### src/rtl/instr_fetch_stage.sv
// Fetch stage: PC register, word-addressed instruction memory and IF/ID register.
// One-cycle fetch latency; stall holds PC and IF/ID, a taken branch overrides stall and flushes IF/ID.
module instr_fetch_stage #(
    parameter int unsigned IMEM_DEPTH = 64,
    parameter logic [31:0] RESET_PC   = 32'h0000_0000,
    parameter logic [31:0] NOP_WORD   = 32'h0000_0013
) (
    input  logic                          clk_i,
    input  logic                          rst_n_i,
    input  logic                          stall_i,
    input  logic                          branch_taken_i,
    input  logic [31:0]                   branch_pc_i,
    input  logic [31:0]                   branch_offset_i,
    input  logic                          imem_we_i,
    input  logic [$clog2(IMEM_DEPTH)-1:0] imem_waddr_i,
    input  logic [31:0]                   imem_wdata_i,
    output logic [31:0]                   pc_o,
    output logic [31:0]                   id_pc_o,
    output logic [31:0]                   id_instruction_o,
    output logic                          id_valid_o,
    output logic                          pc_fault_o
);

    localparam int unsigned AW = $clog2(IMEM_DEPTH);

    localparam logic [0:0] ST_RUN  = 1'b0;
    localparam logic [0:0] ST_HALT = 1'b1;

    logic [31:0] imem_q [IMEM_DEPTH];

    logic [0:0]  state_q,    state_d;
    logic [31:0] pc_q,       pc_d;
    logic [31:0] id_pc_q,    id_pc_d;
    logic [31:0] id_instr_q, id_instr_d;
    logic        id_valid_q, id_valid_d;
    logic        fault_q,    fault_d;

    logic [31:0] branch_target;
    logic [31:0] pc_seq;
    logic [31:0] fetch_word;
    logic        pc_legal;

    // Offset is in halfword units; wrap-around is intentional.
    assign branch_target = branch_pc_i + (branch_offset_i << 1);
    assign pc_seq        = pc_q + 32'd4;
    assign pc_legal      = (pc_q[1:0] == 2'b00) && (pc_q[31:AW+2] == '0);
    assign fetch_word    = imem_q[pc_q[AW+1:2]];

    // Program load is independent of reset and FSM state; the read above sees the old word.
    always_ff @(posedge clk_i) begin
        if (imem_we_i) begin
            imem_q[imem_waddr_i] <= imem_wdata_i;
        end
    end

    always_comb begin
        state_d    = state_q;
        pc_d       = pc_q;
        id_pc_d    = id_pc_q;
        id_instr_d = id_instr_q;
        id_valid_d = id_valid_q;
        fault_d    = fault_q;
        case (state_q)
            ST_RUN: begin
                if (branch_taken_i) begin
                    pc_d       = branch_target;
                    id_pc_d    = 32'd0;
                    id_instr_d = NOP_WORD;
                    id_valid_d = 1'b0;
                end else if (!stall_i) begin
                    if (pc_legal) begin
                        pc_d       = pc_seq;
                        id_pc_d    = pc_q;
                        id_instr_d = fetch_word;
                        id_valid_d = 1'b1;
                    end else begin
                        state_d    = ST_HALT;
                        fault_d    = 1'b1;
                        id_instr_d = NOP_WORD;
                        id_valid_d = 1'b0;
                    end
                end
            end
            default: begin
                // HALT: everything already parked (bubble in IF/ID), only reset leaves.
                id_instr_d = NOP_WORD;
                id_valid_d = 1'b0;
            end
        endcase
    end

    always_ff @(posedge clk_i) begin
        if (!rst_n_i) begin
            state_q    <= ST_RUN;
            pc_q       <= RESET_PC;
            id_pc_q    <= 32'd0;
            id_instr_q <= NOP_WORD;
            id_valid_q <= 1'b0;
            fault_q    <= 1'b0;
        end else begin
            state_q    <= state_d;
            pc_q       <= pc_d;
            id_pc_q    <= id_pc_d;
            id_instr_q <= id_instr_d;
            id_valid_q <= id_valid_d;
            fault_q    <= fault_d;
        end
    end

    assign pc_o             = pc_q;
    assign id_pc_o          = id_pc_q;
    assign id_instruction_o = id_instr_q;
    assign id_valid_o       = id_valid_q;
    assign pc_fault_o       = fault_q;

endmodule

### config.mk
export PLATFORM = sky130hd
export DESIGN_NAME = instr_fetch_stage
export DESIGN_NICKNAME = d
export VERILOG_FILES = /design/src/rtl/instr_fetch_stage.sv
export SDC_FILE = /design/constraint.sdc
export NUM_CORES = 2
export LEC_CHECK = 0
export CORE_ASPECT_RATIO = 2
export CORE_MARGIN = 2
export CORE_UTILIZATION = 45
export CTS_CLUSTER_SIZE = 20
export DETAILED_ROUTE_END_ITERATION = 7
export DONT_BUFFER_PORTS = 1
export RECOVER_POWER = 25
export SLEW_MARGIN = 20
export SYNTH_ARGS = -nofsm -noshare
export SYNTH_HDL_FRONTEND = slang
export SYNTH_SLANG_ARGS = --single-unit
export TNS_END_PERCENT = 10
### constraint.sdc
create_clock -name clk_i -period 3.6 [get_ports clk_i]
set_input_delay 0.54 -clock clk_i [delete_from_list [all_inputs] [get_ports clk_i]]
set_output_delay 0.54 -clock clk_i [all_outputs]
set_load 0.005 [all_outputs]
# After elaboration in Yosys (flattened, before gate mapping)
# Memories as Yosys holds them, arrays and structs flattened. A register that Yosys moved wholly into a read port is not among the register bits.
# Cells that the tools add are included.
totals:
  memories: 1
  input_bits: 107
  mem_bits_rw: 2048
  ff_bits: 99
mem_list:
  columns: ["memory", "depth", "word_bits", "read_ports", "rd_ports_with_merged_regs", "write_ports", "line", "rtl"]
  rows:
  - ["imem_q", 64, 32, 1, 1, 1, "29", "logic [31:0] imem_q [IMEM_DEPTH];"]
op_classes:
  eq_ne: 1
  bitwise: 5
  mux: 16
  n_addsub: 2
  reduce_logical: 7
op_table:
  columns: ["cell", "n"]
  rows:
  - ["two-way mux 32 bit", 7]
  - ["adder 32 x 3 -> 32 bit, second input constant", 1]
  - ["adder 32 bit", 1]
  - ["zero test 24 bit", 1]
  - ["two-way mux 6 bit", 2]
  - ["two-way mux 1 bit", 7]
  - ["inverter 1 bit", 5]
  - ["AND reduction 4 bit", 1]
  - ["AND reduction 3 bit", 1]
  - ["OR reduction 3 bit", 1]
  - ["zero test 2 bit", 1]
  - ["inequality test 2 x 1 -> 1 bit, second input constant", 1]
  - ["nonzero test 2 bit", 1]
  - ["logical AND 1 bit", 1]

# Depth between registers and ports, before layout
depth:
  word_depth: 7
  ltp_mapped: 13

# Worst setup path after synthesis
# OpenSTA, ideal clock, no wires.
synth_path:
  path_kind: "input -> register"
  from: "in imem_waddr_i[5]"
  to: "mem imem_q[48][0] (enable)"
  n_path_buf: 1
  stages: 4
  arrival_ns: 3.417
  slack_ns: -0.278
  cell_sequence: "clkbuf_1 -> nand3_1 -> or3_1 -> nor3_1"
synth_rtl:
  columns: ["element", "line", "rtl"]
  rows:
  - ["start: declaration", "15", "input logic [$clog2(IMEM_DEPTH)-1:0] imem_waddr_i,"]
  - ["end: declaration", "29", null]
# No word-level cell before the write port.

==> flow_results.xml <==
<?xml version="1.0" encoding="UTF-8"?>
<metrics>
  <group name="synth">
    <metric name="synth-seq-area-share" unit="%">76.4</metric>
    <metric name="synth_edf_count" unit="">2048</metric>
    <metric name="postSynth.topFlopCell" unit="">edfxtp_1</metric>
    <metric name="postSynthAreaPerCell" unit="um2">22.2</metric>
    <metric name="async_flop_share" unit="%">0</metric>
    <metric name="yosys.area.top_type_share" unit="%">73.9</metric>
    <metric name="yosysWarningCount" unit="">0</metric>
    <metric name="synth_cells" unit="">3742</metric>
    <metric name="synth.largest_area_cell" unit="">edfxtp_1</metric>
    <metric name="net_count_synth" unit="">3881</metric>
    <metric name="yosysUniqueCellTypes" unit="">60</metric>
    <metric name="synthTopCellsByArea" unit="">edfxtp_1 (74%), mux4_2 (16%), dfxtp_1 (2.5%)</metric>
    <metric name="synth-seq-cells" unit="">2153</metric>
    <metric name="post_synth_instance_area" unit="um2">83200</metric>
  </group>
  <group name="setup_path">
    <metric name="cp.required" unit="ns">4.28</metric>
    <metric name="critical_path_peak_fanout" unit="">29</metric>
    <metric name="timing.reg2reg.setup_slack" unit="ns">0.52</metric>
    <metric name="slowest_delay" unit="ns">0.60</metric>
    <metric name="critPathLaunchType" unit="">register</metric>
    <metric name="critPathArrivalTime" unit="ns">3.76</metric>
    <metric name="critical-path-slowest-cell" unit="">mux4_2</metric>
    <metric name="timing.critical_path.to_type" unit="">register</metric>
    <metric name="reg2reg_to" unit="">id_instruction_o[19]$_SDFFE_PP0N_</metric>
    <metric name="worstRegToRegCells" unit="">8</metric>
    <metric name="critical_path.cell_chain" unit="">buf_12, buf_12, mux4_2, nor2b_1, a211oi_1, a21oi_1, mux4_2, a22o_1</metric>
    <metric name="timing_worst_setup_path_type" unit="">register to register</metric>
  </group>
  <group name="pwr">
    <metric name="p_per_area" unit="nW/um2">544</metric>
    <metric name="p_leak" unit="uW">0.0286</metric>
    <metric name="post-layout-total-power" unit="uW">51100</metric>
    <metric name="worst_ir_drop_vdd" unit="mV">0.343</metric>
  </group>
  <group name="timing">
    <metric name="period_minus_slack" unit="ns">3.08</metric>
    <metric name="hold_viol" unit="">0</metric>
    <metric name="setup_viol" unit="">0</metric>
    <metric name="relative_max_transition_margin" unit="%">-110</metric>
    <metric name="holdWs" unit="ns">0.0411</metric>
    <metric name="layout_worst_path_cycle_share" unit="%">85.6</metric>
    <metric name="timing_worst_slew_pin_value" unit="ns">3.16</metric>
    <metric name="highest_achievable_clock_rate" unit="GHz">0.324</metric>
    <metric name="timing.clock.skew" unit="ns">0.0377</metric>
    <metric name="grt_setup_unrepaired" unit="">false</metric>
    <metric name="slew_violations" unit="">2080</metric>
  </group>
  <group name="layout">
    <metric name="final_cell_mix" unit="">edfxtp_1 (2,048), mux4_2 (609), clkbuf_16 (188), buf_4 (169), dfxtp_1 (99)</metric>
    <metric name="area_growth" unit="%">12.7</metric>
    <metric name="stdcell_area" unit="um2">93800</metric>
    <metric name="drive_above_1_share" unit="%">28.1</metric>
    <metric name="final_cell_count_no_fill" unit="">6489</metric>
    <metric name="postLayoutCoreUtil" unit="%">51.0</metric>
    <metric name="layout_commonest_cell" unit="">edfxtp_1</metric>
    <metric name="final_net_count" unit="">4123</metric>
  </group>
  <group name="clocking">
    <metric name="postCtsSetupRepairBufs" unit="">0</metric>
    <metric name="clock_tree.htree_level_count" unit="">4</metric>
    <metric name="clock-sinks" unit="">2153</metric>
    <metric name="cts_made_buffers" unit="">183</metric>
    <metric name="clock_tree_from_tritoncts" unit="">built</metric>
    <metric name="clk_pin_slew_worst_paths" unit="ns">0.07</metric>
    <metric name="ctsResizeCount" unit="">0</metric>
    <metric name="clock-root-buffer" unit="">clkbuf_16</metric>
    <metric name="insertion_delay" unit="ns">0.81</metric>
    <metric name="cts_buffer_depth" unit="">4</metric>
    <metric name="hold_buffers" unit="">38</metric>
  </group>
  <group name="placed_design">
    <metric name="hpwlAfterDp" unit="um">133000</metric>
    <metric name="placed_area" unit="um2">88100</metric>
    <metric name="routabilityCongestion" unit="">0.845</metric>
    <metric name="placement.io_buffers" unit="">0</metric>
    <metric name="placed_cells_incl_taps" unit="">6123</metric>
  </group>
  <group name="worst_hold_path">
    <metric name="hold_path_depth" unit="">2</metric>
    <metric name="startpoint_of_the_worst_hold_path" unit="">branch_taken_i</metric>
    <metric name="worst_hold_path_type" unit="">primary input to register</metric>
  </group>
  <group name="grt">
    <metric name="grt.overflow.total" unit="">0</metric>
    <metric name="largest_net_degree_at_the_start_of_global_routing" unit="">79</metric>
    <metric name="antenna_found_initial" unit="">7</metric>
    <metric name="grt_first_pass_wirelength" unit="um">304000</metric>
    <metric name="total_routing_usage_reported_by_global_routing" unit="%">23.0</metric>
    <metric name="first_global_vias" unit="">41000</metric>
  </group>
  <group name="die">
    <metric name="placement_rows" unit="">223</metric>
    <metric name="core" unit="um2">184000</metric>
    <metric name="pin_count" unit="">205</metric>
    <metric name="die_area" unit="um2">189000</metric>
    <metric name="die_span_in_x" unit="um">308</metric>
    <metric name="start_util" unit="%">45.2</metric>
    <metric name="die-height" unit="um">612</metric>
  </group>
  <group name="run">
    <metric name="timing.max_cap.violations" unit="">32</metric>
  </group>
  <group name="drt">
    <metric name="ant_nets" unit="">0</metric>
    <metric name="drc" unit="">0</metric>
    <metric name="viasPerCell" unit="">6.10</metric>
    <metric name="drt_wl_total" unit="um">217000</metric>
    <metric name="dr_total_vias" unit="">39600</metric>
    <metric name="detail_route.first_pass.iterations" unit="">5</metric>
    <metric name="number_of_drc_markers_in_iteration_0" unit="">3391</metric>
    <metric name="drt-wirelength-per-cell" unit="um">33.5</metric>
  </group>
  <group name="status">
    <metric name="failing_checks" unit="">max-capacitance violations, max-slew violations</metric>
    <metric name="status" unit="">finished, violations left</metric>
  </group>
</metrics>
[per-stage QoR]
step / setup TNS, ns / setup WS, ns
finish: 0 / 0.518
global route: 0 / 0.295
global placement: 0 / 0.152
detailed placement: 0 / 0.175
CTS: 0 / 0.488
floorplan: -2.73 / -0.0853
[cell usage after synthesis, drive strengths merged (12+ instances only)]
cell    count
nor2b      44
dfxtp     105
buf        98
edfxtp   2048
nand2      63
nor2      113
a22o       29
a21o       14
nand4      12
mux2i      61
inv        13
a211oi     47
nor3       25
nand3      28
xnor2      19
mux4      609
a21oi      91
ha         31
o21ai      44
and3       30
clkbuf    107
[area by class of cell]
cell class	instances	area (um2)
Fill cell	14400	90300
Sequential cell	2153	63600
Multi-Input combinational cell	1370	19100
Clock buffer	229	4910
Tap cell	2362	2960
Timing Repair Buffer	262	2540
Clock inverter	96	673
Inverter	14	52.6
Antenna cell	3	7.51
[worst max-delay path, delay by kind of cell (launching register included)]
kind	cells	cell delay (ns)
compound gates	3	0.61
flops	1	0.48
buf+inv	2	0.49
mux	2	1.14
simple gates	1	0.15
[where the power goes]
part / switching [uW] / total, uW / internal [uW]
clock network: 8790 / 19000 / 10200
logic: 2370 / 4240 / 1870
registers: 147 / 27800 / 27600
[routing by layer]
| metal | share of wire [%] | global-route usage, % | vias up |
|---|---|---|---|
| li1 | - | - | 16300 |
| met1 | 35 | 26.5 | 21500 |
| met2 | 56 | 43.4 | 1372 |
| met3 | 5.6 | 3.20 | 348 |
| met4 | 3.6 | 7.90 | 2 |
| met5 | 0.0037 | 0 | - |
[sequential cells by signal (all words and copies together) (netlist names), named ones only]
signal            flops
id_valid_o            1
pc_o                 32
pc_fault_o            1
state_q               1
id_instruction_o     32
id_pc_o              32
imem_q             2048
[cell families (layout without fill, tap and decap cells)]
kind of cell             after synthesis  after routing  synth area share, %
AND/OR/NAND/NOR                      350            350                 2.05
adder cells (fa/ha/maj)               32             32                0.490
other                                  0              3                    0
AO/OA/AOI/OAI                        288            288                 2.27
XOR/XNOR                              26             26                0.274
multiplexers                         674            674                 17.3
flip-flops                          2153           2153                 76.4
buffers and inverters                219            601                 1.25
[how the worst max path moves through the flow]
stage                     slack (ns)                                end            start
final                           0.52  id_instruction_o[19]$_SDFFE_PP0N_         register
after global routing            0.29  id_instruction_o[16]$_SDFFE_PP0N_         register
after CTS                       0.49  id_instruction_o[19]$_SDFFE_PP0N_         register
after detailed placement        0.17              pc_o[30]$_SDFFE_PN0P_   branch_pc_i[5]
after global placement          0.15              pc_o[30]$_SDFFE_PN0P_   branch_pc_i[5]
after floorplan                -0.09            imem_q[49][0]$_DFFE_PP_  imem_waddr_i[5]
Note: power is estimated with default switching activity, not from simulation.
